==> config.mk <==
export PLATFORM = sky130hd
export DESIGN_NAME = waveform_stepper_flat
export DESIGN_NICKNAME = d
export VERILOG_FILES = /design/src/rtl/signal_gen_pkg.sv /design/src/rtl/waveform_stepper_if.sv /design/src/rtl/wave_sine_rom.sv /design/src/rtl/waveform_stepper.sv /design/src/flat_wrapper.sv
export SDC_FILE = /design/constraint.sdc
export NUM_CORES = 1
export LEC_CHECK = 0
export ABC_AREA = 1
export BUFFER_PORTS_ARGS = -buffer_cell sky130_fd_sc_hd__buf_2
export CORE_MARGIN = 8
export CORE_UTILIZATION = 46
export DETAILED_ROUTE_END_ITERATION = 8
export GPL_ROUTABILITY_DRIVEN = 0
export MAX_ROUTING_LAYER = met4
export PLACE_DENSITY = 0.81
export SYNTH_ARGS = -nofsm -noshare
export SYNTH_HDL_FRONTEND = slang
export SYNTH_SLANG_ARGS = --single-unit
==> constraint.sdc <==
create_clock -name clk -period 1.6 [get_ports clk]
set_input_delay 0.32 -clock clk [delete_from_list [all_inputs] [get_ports clk]]
set_output_delay 0.32 -clock clk [all_outputs]
set_load 0.01 [all_outputs]
==> src/rtl/signal_gen_pkg.sv <==
// Shared definitions for the signal generator blocks: waveform select
// encodings, output-buffer states and the overrun counter width.
package signal_gen_pkg;

  typedef enum logic [1:0] {
    WAVE_SQUARE = 2'd0,
    WAVE_SAW    = 2'd1,
    WAVE_TRI    = 2'd2,
    WAVE_SINE   = 2'd3
  } wave_sel_e;

  // The output buffer holds at most one sample; its valid flag is the state.
  typedef enum logic {
    ST_EMPTY = 1'b0,
    ST_FULL  = 1'b1
  } out_state_e;

  localparam int OVR_CNT_W = 8;

endpackage

==> src/rtl/waveform_stepper_if.sv <==
// Sample stream towards the DAC: data plus valid/ready handshake.
interface waveform_stepper_if #(
  parameter int SAMPLE_W = 12
);
  logic [SAMPLE_W-1:0] sample_data;
  logic                sample_valid;
  logic                sample_ready;

  modport master (
    output sample_data,
    output sample_valid,
    input  sample_ready
  );

  modport slave (
    input  sample_data,
    input  sample_valid,
    output sample_ready
  );
endinterface

==> src/rtl/wave_sine_rom.sv <==
// Quarter-wave sine table with symmetry unfold, offset-binary output centred
// on mid-scale. Table contents are elaborated from an integer Bhaskara
// approximation, so no external memory image is needed. Pure combinational.
module wave_sine_rom #(
  parameter int PHASE_W  = 8,
  parameter int SAMPLE_W = 12
) (
  input  logic [PHASE_W-1:0]  phase,
  output logic [SAMPLE_W-1:0] sample
);

  localparam int IDX_W   = PHASE_W - 2;
  localparam int QUARTER = 1 << IDX_W;
  localparam logic [SAMPLE_W-2:0] PEAK = {(SAMPLE_W-1){1'b1}};
  localparam logic [SAMPLE_W-1:0] MID  = {1'b1, {(SAMPLE_W-1){1'b0}}};

  // amplitude * sin(pi*idx/(2*QUARTER)) using 16u(1-u)/(5-4u(1-u)), u = idx/(2*QUARTER)
  function automatic logic [SAMPLE_W-2:0] quarter_val(input int idx);
    longint a;
    longint n;
    longint num;
    longint den;
    longint amp;
    a   = longint'(idx);
    n   = longint'(QUARTER) * 64'sd2;
    num = 64'sd16 * a * (n - a);
    den = 64'sd5 * n * n - 64'sd4 * a * (n - a);
    amp = (64'sd1 <<< (SAMPLE_W - 1)) - 64'sd1;
    return (SAMPLE_W-1)'((amp * num) / den);
  endfunction

  logic [SAMPLE_W-2:0] quarter_tab [QUARTER];

  for (genvar g = 0; g < QUARTER; g++) begin : g_tab
    assign quarter_tab[g] = quarter_val(g);
  end

  logic [1:0]          quad_s;
  logic [IDX_W-1:0]    idx_s;
  logic [IDX_W-1:0]    mirror_s;
  logic [SAMPLE_W-2:0] mag_s;

  // Fold the phase into the first quadrant, look up magnitude, apply sign.
  always_comb begin
    quad_s   = phase[PHASE_W-1:PHASE_W-2];
    idx_s    = phase[IDX_W-1:0];
    mirror_s = {IDX_W{1'b0}} - idx_s;
    mag_s    = quarter_tab[idx_s];
    if (quad_s[0]) begin
      // Descending quadrants read the table backwards; index 0 maps to the peak.
      if (idx_s == {IDX_W{1'b0}}) begin
        mag_s = PEAK;
      end else begin
        mag_s = quarter_tab[mirror_s];
      end
    end else begin
      mag_s = quarter_tab[idx_s];
    end
    if (quad_s[1]) begin
      sample = MID - SAMPLE_W'(mag_s);
    end else begin
      sample = MID + SAMPLE_W'(mag_s);
    end
  end

endmodule

==> src/rtl/waveform_stepper.sv <==
// Waveform stepper: advances a phase index on each rising edge of the divided
// step clock and offers one waveform sample per step on a valid/ready stream.
// Steps arriving while a sample is still pending are dropped and counted.
// Optional feature macro WAVEFORM_SINE_LUT_EN: when defined, wave_sel=3 reads
// a sine table; otherwise wave_sel=3 gives constant mid-scale.
module waveform_stepper
  import signal_gen_pkg::*;
#(
  parameter int PHASE_W  = 8,
  parameter int SAMPLE_W = 12
) (
  input  logic                 clk,
  input  logic                 rst,
  input  logic                 step_clk,
  input  logic                 enable,
  input  logic [1:0]           wave_sel,
  input  logic                 ovr_clr,
  output logic [PHASE_W-1:0]   phase,
  output logic [OVR_CNT_W-1:0] overrun_cnt,
  waveform_stepper_if.master   dac
);

  localparam logic [SAMPLE_W-1:0]  MID      = {1'b1, {(SAMPLE_W-1){1'b0}}};
  localparam logic [SAMPLE_W-1:0]  ALL_ONES = {SAMPLE_W{1'b1}};
  localparam logic [SAMPLE_W-1:0]  ZERO     = {SAMPLE_W{1'b0}};
  localparam logic [OVR_CNT_W-1:0] OVR_MAX  = {OVR_CNT_W{1'b1}};

  out_state_e            state_r;
  out_state_e            state_s;
  logic                  step_prev_r;
  logic                  tick_s;
  logic                  step_s;
  logic                  load_s;
  logic                  overrun_s;
  logic [PHASE_W-1:0]    phase_r;
  logic [SAMPLE_W-1:0]   sample_r;
  logic [OVR_CNT_W-1:0]  overrun_r;
  logic [SAMPLE_W-1:0]   wave_s;
  logic [SAMPLE_W-1:0]   sine_s;
  logic [PHASE_W-2:0]    tri_s;
  wave_sel_e             sel_s;

  assign tick_s = step_clk & ~step_prev_r;
  assign step_s = tick_s & enable;
  assign sel_s  = wave_sel_e'(wave_sel);

`ifdef WAVEFORM_SINE_LUT_EN
  wave_sine_rom #(
    .PHASE_W  (PHASE_W),
    .SAMPLE_W (SAMPLE_W)
  ) u_sine_rom (
    .phase  (phase_r),
    .sample (sine_s)
  );
`else
  assign sine_s = MID;
`endif

  // Waveform value for the current (pre-increment) phase.
  always_comb begin
    wave_s = MID;
    if (phase_r[PHASE_W-1]) begin
      tri_s = ~phase_r[PHASE_W-2:0];
    end else begin
      tri_s = phase_r[PHASE_W-2:0];
    end
    case (sel_s)
      WAVE_SQUARE: begin
        if (phase_r[PHASE_W-1]) begin
          wave_s = ZERO;
        end else begin
          wave_s = ALL_ONES;
        end
      end
      WAVE_SAW:  wave_s = SAMPLE_W'(phase_r) << (SAMPLE_W - PHASE_W);
      WAVE_TRI:  wave_s = SAMPLE_W'(tri_s) << (SAMPLE_W - PHASE_W + 1);
      WAVE_SINE: wave_s = sine_s;
      default:   wave_s = MID;
    endcase
  end

  // Output buffer next state: decide load, drop (overrun) or drain.
  always_comb begin
    state_s   = state_r;
    load_s    = 1'b0;
    overrun_s = 1'b0;
    case (state_r)
      ST_EMPTY: begin
        if (step_s) begin
          state_s = ST_FULL;
          load_s  = 1'b1;
        end else begin
          state_s = ST_EMPTY;
        end
      end
      ST_FULL: begin
        if (step_s) begin
          if (dac.sample_ready) begin
            load_s = 1'b1;
          end else begin
            overrun_s = 1'b1;
          end
          state_s = ST_FULL;
        end else if (dac.sample_ready) begin
          state_s = ST_EMPTY;
        end else begin
          state_s = ST_FULL;
        end
      end
      default: begin
        state_s = ST_EMPTY;
      end
    endcase
  end

  // Output buffer state register.
  always_ff @(posedge clk or posedge rst) begin
    if (rst) begin
      state_r <= ST_EMPTY;
    end else begin
      state_r <= state_s;
    end
  end

  // Delay step_clk one cycle for rising-edge detection.
  always_ff @(posedge clk or posedge rst) begin
    if (rst) begin
      step_prev_r <= 1'b0;
    end else begin
      step_prev_r <= step_clk;
    end
  end

  // Phase index: held at zero while disabled, advances once per step.
  always_ff @(posedge clk or posedge rst) begin
    if (rst) begin
      phase_r <= {PHASE_W{1'b0}};
    end else if (!enable) begin
      phase_r <= {PHASE_W{1'b0}};
    end else if (tick_s) begin
      phase_r <= phase_r + PHASE_W'(1);
    end else begin
      phase_r <= phase_r;
    end
  end

  // Sample register: only rewritten when a new sample is accepted into the buffer.
  always_ff @(posedge clk or posedge rst) begin
    if (rst) begin
      sample_r <= ZERO;
    end else if (load_s) begin
      sample_r <= wave_s;
    end else begin
      sample_r <= sample_r;
    end
  end

  // Dropped-step counter, saturating; clear wins over a same-cycle drop.
  always_ff @(posedge clk or posedge rst) begin
    if (rst) begin
      overrun_r <= {OVR_CNT_W{1'b0}};
    end else if (ovr_clr) begin
      overrun_r <= {OVR_CNT_W{1'b0}};
    end else if (overrun_s && (overrun_r != OVR_MAX)) begin
      overrun_r <= overrun_r + OVR_CNT_W'(1);
    end else begin
      overrun_r <= overrun_r;
    end
  end

  assign dac.sample_data  = sample_r;
  assign dac.sample_valid = (state_r == ST_FULL);
  assign phase            = phase_r;
  assign overrun_cnt      = overrun_r;

endmodule

==> src/flat_wrapper.sv <==
// flat-port wrapper written by rule: the top's interface ports become plain ports
module waveform_stepper_flat import signal_gen_pkg::*;
#(
  parameter int PHASE_W  = 8,
  parameter int SAMPLE_W = 12
)
  (clk, rst, step_clk, enable, wave_sel, ovr_clr, phase, overrun_cnt, dac_sample_data, dac_sample_valid, dac_sample_ready);
  waveform_stepper_if #(.SAMPLE_W(SAMPLE_W)) dac_i ();
  input  logic clk;
  input  logic rst;
  input  logic step_clk;
  input  logic enable;
  input  logic [1:0] wave_sel;
  input  logic ovr_clr;
  output logic [PHASE_W-1:0] phase;
  output logic [OVR_CNT_W-1:0] overrun_cnt;
  output wire logic [$bits(dac_i.sample_data)-1:0] dac_sample_data;
  output wire logic [$bits(dac_i.sample_valid)-1:0] dac_sample_valid;
  input wire logic [$bits(dac_i.sample_ready)-1:0] dac_sample_ready;
  assign dac_sample_data = dac_i.sample_data;
  assign dac_sample_valid = dac_i.sample_valid;
  assign dac_i.sample_ready = dac_sample_ready;
  waveform_stepper #(.PHASE_W(PHASE_W), .SAMPLE_W(SAMPLE_W)) u_core (.clk(clk), .rst(rst), .step_clk(step_clk), .enable(enable), .wave_sel(wave_sel), .ovr_clr(ovr_clr), .phase(phase), .overrun_cnt(overrun_cnt), .dac(dac_i));
endmodule
==> results.md, run 1 <==
Status:
- The flow ran to the end, and the final reports show no timing, DRC or antenna violations.

Min path:
- The class of the tightest hold or removal check is input pin to asynchronous set/reset pin.

Detailed routing:
- The count of nets left with antenna violations after detail routing is 0.
- The detailed router finished its first iteration with 65 violations.
- The post-route DRC violation count is 0.
- Summing over every cut layer, the via total after detailed routing is 1,396.
- After detailed routing, the number of vias per cell comes to 4.76.
- For this block, the routed nets add up to 3.39 mm of wire.
- The first detailed-routing pass ran for 4 iterations.
- After detailed routing, the average wire length per cell comes to 11.6 um.

Floorplan:
- The chip height is 74.7 um.
- The count of boundary I/O pins is 37.
- The floorplan die area is 5580 um^2.
- For this configuration, the core starts out at a cell density of 47.5%.
- The die extent in x is 74.7 um.
- The core box area is 3340 um^2.
- In this run the core area contains 21 standard-cell rows.

Clock tree:
- The hold buffer count at CTS is 0.
- The clock network latency to the later pin of the worst-skew pair is 340 ps.
- The CTS root buffer is clkbuf_4.
- The H-tree depth is 1.
- TritonCTS built the clock tree.
- In this run, CTS created clock tree buffers numbering 3.
- Clock-pin slew was measured on the worst setup and hold paths at 160 ps.
- The number of setup buffers added after CTS is 0.
- Counting every sink on the clock net gives 27.
- No sink is reached through more buffers than the 2 on the longest clock path.
- The number of gates given a new drive strength after cts is 0.

Run:
- Across the run, the number of max-cap violations was 0.

Timing:
- The period utilization is 90.8%.
- The relative slew slack is 75.8%.
- The worst clock skew is 10.4 ps.
- The final number of setup-violating endpoints is 0.
- Setup repair after global routing left no endpoint under its margin.
- For the pin with the worst max-slew slack, the measured transition is 363 ps.
- In the final timing run, aggregate negative setup slack is 0 ps.
- The final count of pins violating max slew is 0.
- The minimum clock period is 1450 ps.
- The final count of hold timing violations was 0.
- Derived from the worst setup path, the maximum achievable clock frequency is 688 MHz.

Power and ir drop:
- In this run the static leakage power is 0.000936 uW.
- The power density normalized to cell area is 717 nW/um^2.
- VDD sags by at most 0.000270 V.
- The final total power is 1310 uW.

Global routing:
- The via count of the first global-routing pass was 1,310.
- Entering global routing, the biggest net connects 28 pins.
- The global-route wire length before repair is 5.83 mm.
- The number of antenna violations at the first check in global routing is 0.
- The total grt overflow is 0.
- The global-route usage over all layers is 13.5%.

Worst setup path:
- The type of origin of the critical path is a register.
- Along the worst path, the maximum fanout reaches 12.
- The critical path class is register to primary output.
- The critical path required time is 1280 ps.
- The cell family contributing the most delay on the critical path is flip-flops.
- The critical path buffer and inverter count is 1.
- The endpoint type of the worst setup path is a primary output.
- The cell at the slowest stage of the critical path is dfrtp_1.
- The delay of the slowest critical-path stage is 590 ps.
- Traced cell by cell, the critical path runs through buf_2.
- For the worst setup path, the data arrival time is 1130 ps.

Logic synthesis:
- The register bit total from synthesis is 27.
- For this run, the number of Yosys warnings is 0.
- The synthesized design spends more area on one cell type than any other, namely dfrtp_1.
- Dividing the synthesized area by the synthesized cell count gives 7.51 um^2.
- The cell area that synthesis handed to floorplanning was 1590 um^2.
- In this run, distinct cell masters in the synthesized netlist total 25.
- Yosys attributes the largest share of cell area to dfrtp_1, nand2_1, inv_1, nor2_1, nand3_1.
- Sequential elements use 42.6% of the synthesized area.
- The synthesized net count is 221.
- The post-synthesis cell count is 211.
- Of the post-synthesis cell area, the dominant cell type holds 42.6%.

Cells and area:
- The number of antenna diodes in the final layout is 0.
- The finished cells cover 1820 um^2.
- Once layout is complete, the utilization of the core stands at 54.6%.
- In the final layout, flip-flops and latches occupy 676 um^2.
- The combined area of the multi-input logic cells is 753 um^2.
- The synthesis-to-finish area growth is 15.0%.
- The filler cells instantiated in the layout total 332.
- At the end of the flow, the number of nets in the layout was 258.
- Cells with a size suffix above 1 make up 27.1% of the layout.

Place:
- The placed wire-length estimate is 2.63 mm.
- The placed instances occupy a cell area of 1800 um^2.
- The port buffer count is 36.
logic make-up (layout without fill, tap and decap cells):
family | Yosys count | count (layout) | synth area share, %
xor gates and xnor gates | 2 | 2 | 1.11
adders and majority gates | 2 | 2 | 1.58
and+or+nand+nor | 116 | 116 | 34.5
buffers and inverters | 37 | 73 | 9.87
AOI/OAI and AO/OA | 27 | 27 | 10.3
DFF | 27 | 27 | 42.6
final cells by class:
class | instances | area share [%]
clock buffer | 3 | 1.24
sequential | 27 | 37.1
clock inverter | 1 | 0.275
timing repair buffer | 37 | 10.3
tap | 46 | 3.16
inverter | 32 | 6.66
multi-input combinational | 147 | 41.3
sequential cells by signal, summed over array words and instances, names as in the netlist:
signal,cells
u_core.dac.sample_valid,1
u_core.step_prev_r,1
u_core.overrun_cnt,8
u_core.dac.sample_data,9
u_core.phase,8
path summary, 6_finish.rpt:
path                                                  startpoint                                    end  slack (ps)  depth (start not counted)
hold reg to reg            u_core.dac.sample_data[7]$_DFFE_PP0P_  u_core.dac.sample_data[7]$_DFFE_PP0P_         530                          2
setup / recovery                     u_core.phase[7]$_DFFE_PP0P_                               phase[7]         150                          1
hold / removal                                               rst            u_core.phase[0]$_DFFE_PP0P_          20                          3
min in group clk                                        step_clk           u_core.step_prev_r$_DFF_PP0_         140                          1
setup reg to reg               u_core.overrun_cnt[1]$_DFFE_PP0P_      u_core.overrun_cnt[4]$_DFFE_PP0P_         170                          8
max in group asynchronous                                    rst      u_core.overrun_cnt[2]$_DFFE_PP0P_        1320                          3
cell usage after synthesis:
master	n
nor2_2	2
o211ai_1	1
nor3_2	2
buf_2	1
inv_1	26
nand4_1	3
a21oi_2	7
dfrtp_1	27
o21ai_1	7
xor2_1	2
clkinv_2	1
a21oi_1	6
buf_4	4
nor2_4	3
inv_2	5
nand3_1	16
nand2_1	55
nand3_4	1
nand2_2	3
nor3_1	3
o21ai_0	6
nor3b_1	1
ha_1	2
nor2_1	25
nand2_4	2
per-stage QoR:
step / instances / hold WS [ps] / setup slack [ps]
3_5_place_dp: 289 / 405 / 214
5_1_grt: 293 / 44.2 / 80.9
3_3_place_gp: 289 / 393 / 276
4_1_cts: 293 / 28.1 / 133
6_report: 293 / 15.5 / 147
2_1_floorplan: 211 / 351 / 311
cell usage in the layout, fill, tap and decap left out:
cell / n
a21oi_2: 7
o21ai_0: 6
dfrtp_1: 27
nand4_1: 3
o211ai_1: 1
nor3b_1: 1
nand3_4: 1
nor2_1: 25
nor2_2: 2
buf_2: 36
nand3_1: 16
nand2_4: 2
ha_1: 2
nand2_1: 55
nand2_2: 3
inv_1: 26
nor3_2: 2
inv_2: 5
clkinv_2: 2
clkbuf_4: 3
xor2_1: 2
nor2_4: 3
a21oi_1: 6
nor3_1: 3
o21ai_1: 7
buf_4: 1
layer usage:
layer,vias up,track usage (%),routed length (um)
li1,733,-,-
met1,630,17.5,1690
met2,29,20.4,1490
met3,4,1.73,155
met4,0,6.30,51
met5,-,-,0
report_power, final:
part | switching, uW | internal (uW) | total (uW)
sequential | 27.5 | 732 | 759
clock | 213 | 94.0 | 307
combinational | 149 | 93.1 | 242
total | 389 | 919 | 1310
Power figures use the tool's default switching activity.
==> inputs of run 2 (changes only) <==
--- a/config.mk
+++ b/config.mk
@@ -9,6 +9,7 @@
 export BUFFER_PORTS_ARGS = -buffer_cell sky130_fd_sc_hd__buf_2
 export CORE_MARGIN = 8
 export CORE_UTILIZATION = 46
+export CTS_BUF_LIST = sky130_fd_sc_hd__clkbuf_8
 export DETAILED_ROUTE_END_ITERATION = 8
 export GPL_ROUTABILITY_DRIVEN = 0
 export MAX_ROUTING_LAYER = met4
==> run 2 against run 1 <==
  * Flip-flop and latch count stayed put
  * Hold slack improved by 71 ps
  * Final area increased by 1.0%
  * Register-to-register slack is essentially flat
  * Fmax rose by 2.2%
  * Highest routed layer unchanged
==> results.md, run 2 (synthesized netlist as in run 1, its figures left out) <==
Clock tree:
- The H-tree depth is 1.
- The number of clock buffers added by TritonCTS is 3.
- After clock tree synthesis, the setup repair step added 0 buffers.
- The number of gates resized after CTS was 0.
- The TritonCTS clock tree is yes.
- The CTS root buffer is clkbuf_8.
- No sink is reached through more buffers than the 2 on the longest clock path.
- The clock network latency to the later pin of the worst-skew pair is 270 ps.
- After clock tree synthesis, the clock-pin slew on the worst setup and hold paths is 100 ps.
- The clock net sink count is 27.
- The hold buffer count at CTS is 0.

Global routing:
- The global-route usage over all layers is 13.4%.
- For this run the aggregate overflow at the end of global routing stands at 0.
- The via count of the first global-routing pass is 1,343.
- The number of antenna violations at the first check in global routing is 0.
- Entering global routing, the biggest net connects 28 pins.
- The global-route wire length before repair is 5.86 mm.

Cells and area:
- The net count of the finished layout is 258.
- The register with the most flip-flops in the layout has 9 of them.
- The area growth from synthesis to layout is 16.2%.
- Of the cells placed in the final design, the portion with a size suffix greater than 1 is 27.1%.
- The antenna diode count is 0.
- Leaving out fill and tap cells, the most frequent cells in the layout are nand2_1, buf_2, dfrtp_1, inv_1, nor2_1.
- The most common library cell in the layout ignoring fill and taps is nand2_1.
- Summing all non-filler instances in the final layout gives an area of 1840 um^2.

Floorplan:
- The floorplan step set the die height to 74.7 um.
- The core box area is 3340 um^2.
- The die extent in x is 74.7 um.
- The floorplan die area is 5580 um^2.
- Once the floorplan was initialized, standard cells occupied 47.5% of the core.
- The floorplan row count is 21.
- The count of boundary I/O pins is 37.

Detailed routing:
- The count of nets left with antenna violations after detail routing is 0.
- The first TritonRoute pass finished after 4 iterations.
- In the routed layout, each cell is associated on average with a via count of 4.80.
- The post-route DRC violation count is 0.
- The routed wire length is 3.39 mm.
- In this run, the number of DRC markers left after iteration 0 of detailed routing was 66.
- After detailed routing, the average wire length per cell comes to 11.6 um.
- The total number of vias is 1,407.

Status:
- The flow ran to the end, and the final reports show no timing, DRC or antenna violations.

Power and ir drop:
- Net switching is 28.2% of the power.
- The internal power of the cells is 999 uW.
- Of the total power, registers draw 54.5%.
- For this design the total switching power over the nets is 393 uW.
- The combinational fraction of design power is 17.3%.
- The power density normalized to cell area is 756 nW/um^2.
- The worst IR drop on VDD is 0.000330 V.
- For this design the static power due to leakage is 0.000944 uW.
- The portion of total power attributed to the clock network is 28.2%.

Worst setup path:
- The most numerous cell type found on the critical path is nand2_2.
- The signal on the critical path passes through ha_1 > nand2_2 > nor2_4 > nand2_2 > nand2_4 > nor2_1 > nand2_1 > o21ai_1.
- The type of origin of the critical path is a register.
- The largest single stage delay on the critical path is 420 ps.
- Of all nets on the critical path, the largest fanout is 5.
- The cell at the slowest stage of the critical path is dfrtp_1.
- The critical path is of the register to register type.
- The critical path required time is 1790 ps.
- The arrival time at the worst endpoint is 1610 ps.
- STA classifies the critical path endpoint as a register.

Min path:
- In this run the worst hold path is classified as input pin to asynchronous set/reset pin.

Place:
- The port buffer count is 36.
- The placed standard-cell area is 1800 um^2.
- The placed wire-length estimate is 2.63 mm.

Timing:
- Measured against its own limit, the worst slew margin works out to 75.6%.
- The final-layout setup total negative slack is 0 ps.
- The final count of hold timing violations is 0.
- The final count of pins violating max slew is 0.
- Setup violations remaining at the end of the flow were counted as 0.
- Of the available clock period, the critical path in the final layout requires 88.8%.
- After layout, the minimum clock period comes to 1420 ps.
- For the pin with the worst max-slew slack, the measured transition is 367 ps.
- The worst clock skew is 9.40 ps.
- Setup repair after global routing left no endpoint under its margin.
- The upper clock frequency limit is 704 MHz.

Run:
- Across the run, the number of max-cap violations was 0.
==> run 2: cell counts in the layout (fill, tap and decap cells not counted) <==
Identical to the previous run, type by type.
==> run 2: worst paths after layout <==
check | cells after the start | slack [ps] | startpoint | endpoint
setup / recovery | 8 | 180 | u_core.overrun_cnt[1]$_DFFE_PP0P_ | u_core.overrun_cnt[4]$_DFFE_PP0P_
hold / removal | 3 | 90 | rst | u_core.dac.sample_data[10]$_DFFE_PP0P_
setup reg to reg | 8 | 180 | u_core.overrun_cnt[1]$_DFFE_PP0P_ | u_core.overrun_cnt[4]$_DFFE_PP0P_
hold reg to reg | 2 | 520 | u_core.dac.sample_data[7]$_DFFE_PP0P_ | u_core.dac.sample_data[7]$_DFFE_PP0P_
max in group asynchronous | 3 | 1250 | rst | u_core.overrun_cnt[2]$_DFFE_PP0P_
min in group clk | 1 | 220 | step_clk | u_core.step_prev_r$_DFF_PP0_
==> run 2: power by group through the flow <==
stage                     logic, uW  registers [uW]  clock network, uW
after floorplan                 139             799                  0
after global placement          242             771                  0
after detailed placement        246             774                  0
after CTS                       247             760                397
after global routing            270             767                421
final                           241             759                392
==> run 2: metrics by stage <==
step / hold slack, ps / worst slack (ps) / total power (uW) / instances / utilization [%]
2_1_floorplan: 351 / 311 / 938 / 211 / -
3_3_place_gp: 393 / 276 / 1010 / 289 / 53.8
3_5_place_dp: 405 / 214 / 1020 / 289 / 53.8
4_1_cts: 105 / 207 / 1400 / 293 / 55.2
5_1_grt: 134 / 107 / 1460 / 293 / 55.2
6_report: 86.8 / 179 / 1390 / 293 / 55.2
==> run 2: area by class of cell <==
class                      instances  area (um^2)
inverter                          32          121
clock buffer                       3         41.3
fill                             332         1500
sequential                        27          676
tap                               46         57.6
clock inverter                     1         5.00
timing repair buffer              37          188
multi-input combinational        147          753
==> run 2: critical path, delay by kind of cell (launching register included) <==
family          cells  cell delay (ps)
compound gates      1               90
fa+ha+maj           1              220
flops               1              420
simple gates        6              620
==> run 2: metal layers <==
| metal | vias to the layer above | routed length (um) | part of all wire (%) | track usage (%) |
|---|---|---|---|---|
| met5 | - | 0 | 0 | - |
| met4 | 0 | 53 | 1.6 | 5.87 |
| met2 | 27 | 1540 | 45 | 20.5 |
| li1 | 732 | - | - | - |
| met3 | 7 | 147 | 4.3 | 1.46 |
| met1 | 641 | 1650 | 49 | 17.4 |
==> inputs of run 3 (changes only) <==
--- a/config.mk
+++ b/config.mk
@@ -8,12 +8,14 @@
 export ABC_AREA = 1
 export BUFFER_PORTS_ARGS = -buffer_cell sky130_fd_sc_hd__buf_2
 export CORE_MARGIN = 8
-export CORE_UTILIZATION = 46
+export CORE_UTILIZATION = 55
 export CTS_BUF_LIST = sky130_fd_sc_hd__clkbuf_8
 export DETAILED_ROUTE_END_ITERATION = 8
 export GPL_ROUTABILITY_DRIVEN = 0
+export GPL_TIMING_DRIVEN = 0
 export MAX_ROUTING_LAYER = met4
-export PLACE_DENSITY = 0.81
+export PLACE_DENSITY = 0.92
+export SKIP_CTS_REPAIR_TIMING = 1
 export SYNTH_ARGS = -nofsm -noshare
 export SYNTH_HDL_FRONTEND = slang
 export SYNTH_SLANG_ARGS = --single-unit
==> run 3 against run 2 <==
  * First-iteration DRC count is 110% higher
  * Hold slack gained 130 ps
  * Sequential power rose by 0.7%
  * Flip-flop and latch count stayed put
  * Largest cell class unchanged
  * Largest power group unchanged
==> results.md, run 3 (synthesized netlist as in run 1, its figures left out) <==
Floorplan:
- The core box area is 2760 um^2.
- In this run the core area contains 19 standard-cell rows.
- Pin placement for this block handled 37 I/O pins.
- The chip height is 69.7 um.
- The initial utilization of the core area, before any placement, comes to 57.5%.
- From left edge to right edge, the die measures 69.7 um.
- The floorplan step defined a die boundary enclosing 4860 um^2.

Worst setup path:
- The critical path required time is 1780 ps.
- The cell at the slowest stage of the critical path is dfrtp_1.
- The critical path buffer and inverter count is 1.
- STA classifies the critical path startpoint as a register.
- Walking the worst path, the cells encountered are ha_1 > nand2_2 > nor2_4 > nand2_2 > nand2_4 > nand2_4 > clkinv_2 > nand2_1 > nand2_1.
- The critical path is of the register to register type.
- STA classifies the critical path endpoint as a register.
- Along the worst path, the maximum fanout reaches 6.
- The cell family contributing the most delay on the critical path is simple AND/OR/NAND/NOR gates.
- The largest single stage delay on the critical path is 430 ps.
- The arrival time at the worst endpoint is 1580 ps.

Timing:
- The relative slew slack is 33.2%.
- The worst clock skew is 3.50 ps.
- Static timing analysis puts the maximum clock frequency at 713 MHz.
- The final count of pins violating max slew is 0.
- The final critical path takes up 87.6% of the cycle.
- After routing, the total negative slack on setup checks comes to 0 ps.
- The final count of hold timing violations was 0.
- Setup repair after global routing left no endpoint under its margin.
- The final number of setup-violating endpoints is 0.
- The smallest clock period supported by the final layout is computed as 1400 ps.
- The transition at the pin with the smallest max-transition slack is 1000 ps.

Place:
- The port buffer count is 35.
- The placed wire-length estimate is 2.84 mm.

Global routing:
- The first global-routing pass estimated 6.70 mm of wire.
- The total grt overflow is 0.
- Entering global routing, the biggest net connects 28 pins.
- For this run, the total global-route usage over all layers was measured as 16.5%.
- The number of antenna violations at the first check in global routing is 0.
- The via count of the first global-routing pass is 1,525.

Clock tree:
- The longest clock path from root to sink contains 2 buffers.
- The clock network latency to the later pin of the worst-skew pair is 280 ps.
- The clock drives 27 sinks.
- The clock transition at the registers of the reported paths is 90 ps.
- The CTS root buffer is clkbuf_8.
- The H-tree depth is 1.
- The number of CTS-inserted buffers is 3.
- The TritonCTS clock tree is yes.

Power and ir drop:
- IR analysis of the VDD net gives a maximum drop of 0.000655 V.
- The total leakage power is 0.000960 uW.
- The design draws 1430 uW.
- The power density normalized to cell area is 774 nW/um^2.

Detailed routing:
- Wire segments on met3 add up to 149 um in the final route.
- The mean number of vias per cell is 5.25.
- In the final routing, the length of wire on met1 measures 1.71 mm.
- The count of nets left with antenna violations after detail routing is 0.
- The post-route DRC violation count is 0.
- The highest metal layer used by the detailed router is met4.
- Across all layers, the routed design uses 1,475 vias.
- The number of DRC markers after the initial detailed-route iteration is 137.
- The number of iterations in the first detailed-routing pass is 4.
- After detailed routing, the met2 layer carries 1.83 mm of wire.
- The final layout contains routed wiring with a total length of 3.75 mm.
- In the final routed layout, each cell accounts on average for 13.3 um.

Run:
- The max-capacitance violation count is 0.

Cells and area:
- In the layout the commonest cells are nand2_1, buf_2, dfrtp_1, inv_1, nor2_1.
- The register with the most flip-flops in the layout has 9 of them.
- The antenna diode count is 0.
- The synthesis-to-finish area growth is 16.4%.
- The fraction of layout cells with a size suffix above 1 is 28.0%.
- The net count of the finished layout is 261.
- Leaving out fill and tap cells, the most frequent cell in the layout is nand2_1.

Status:
- The flow ran to the end, and the final reports show no timing, DRC or antenna violations.

Min path:
- The class of the tightest hold or removal check is input pin to register.
run 3: power by group:
group | internal [uW] | switching, uW
sequential | 732 | 32.6
clock | 175 | 222
combinational | 109 | 159
run 3: stage by stage:
stage                     hold WS, ps  utilization [%]  instances  setup WS (ps)  instance area (um^2)
final                             212             66.9        281            198                  1850
after global routing              204             66.9        281           74.1                  1850
after CTS                         214             66.9        281            203                  1850
after detailed placement          504             65.2        277            217                  1800
after global placement            472             65.2        277            255                  1800
after floorplan                   351                -        211            311                  1590
run 3: area by class of cell:
cell class,instances,area (um^2)
buffer,5,35.0
clock buffer,3,41.3
clock inverter,1,5.00
fill,237,912
inverter,32,121
multi-input combinational,147,753
sequential,27,676
tap,31,38.8
timing repair buffer,35,175
run 3: path summary, 6_finish.rpt:
kind                            slack (ps)  cells past startpoint                               endpoint                                   from
worst max-delay path                   200                      9      u_core.overrun_cnt[6]$_DFFE_PP0P_      u_core.overrun_cnt[1]$_DFFE_PP0P_
min in group asynchronous              260                      2      u_core.overrun_cnt[5]$_DFFE_PP0P_                                    rst
max in group asynchronous              730                      2            u_core.phase[6]$_DFFE_PP0P_                                    rst
worst min-delay path                   210                      1           u_core.step_prev_r$_DFF_PP0_                               step_clk
worst max register to register         200                      9      u_core.overrun_cnt[6]$_DFFE_PP0P_      u_core.overrun_cnt[1]$_DFFE_PP0P_
worst min register to register         520                      2  u_core.dac.sample_data[8]$_DFFE_PP0P_  u_core.dac.sample_data[8]$_DFFE_PP0P_
run 3: layer usage:
metal | global-route usage [%] | vias to the layer above
met5 | - | -
met4 | 8.71 | 0
met3 | 3.15 | 5
met2 | 27.0 | 26
met1 | 18.8 | 702
li1 | - | 742
run 3: worst reg2reg max path, delay by kind of cell (launching register included):
family	cells	cell delay, ps
and+or+nand+nor	7	540
DFF	1	430
adders and majority gates	1	220
buffers and inverters	1	110
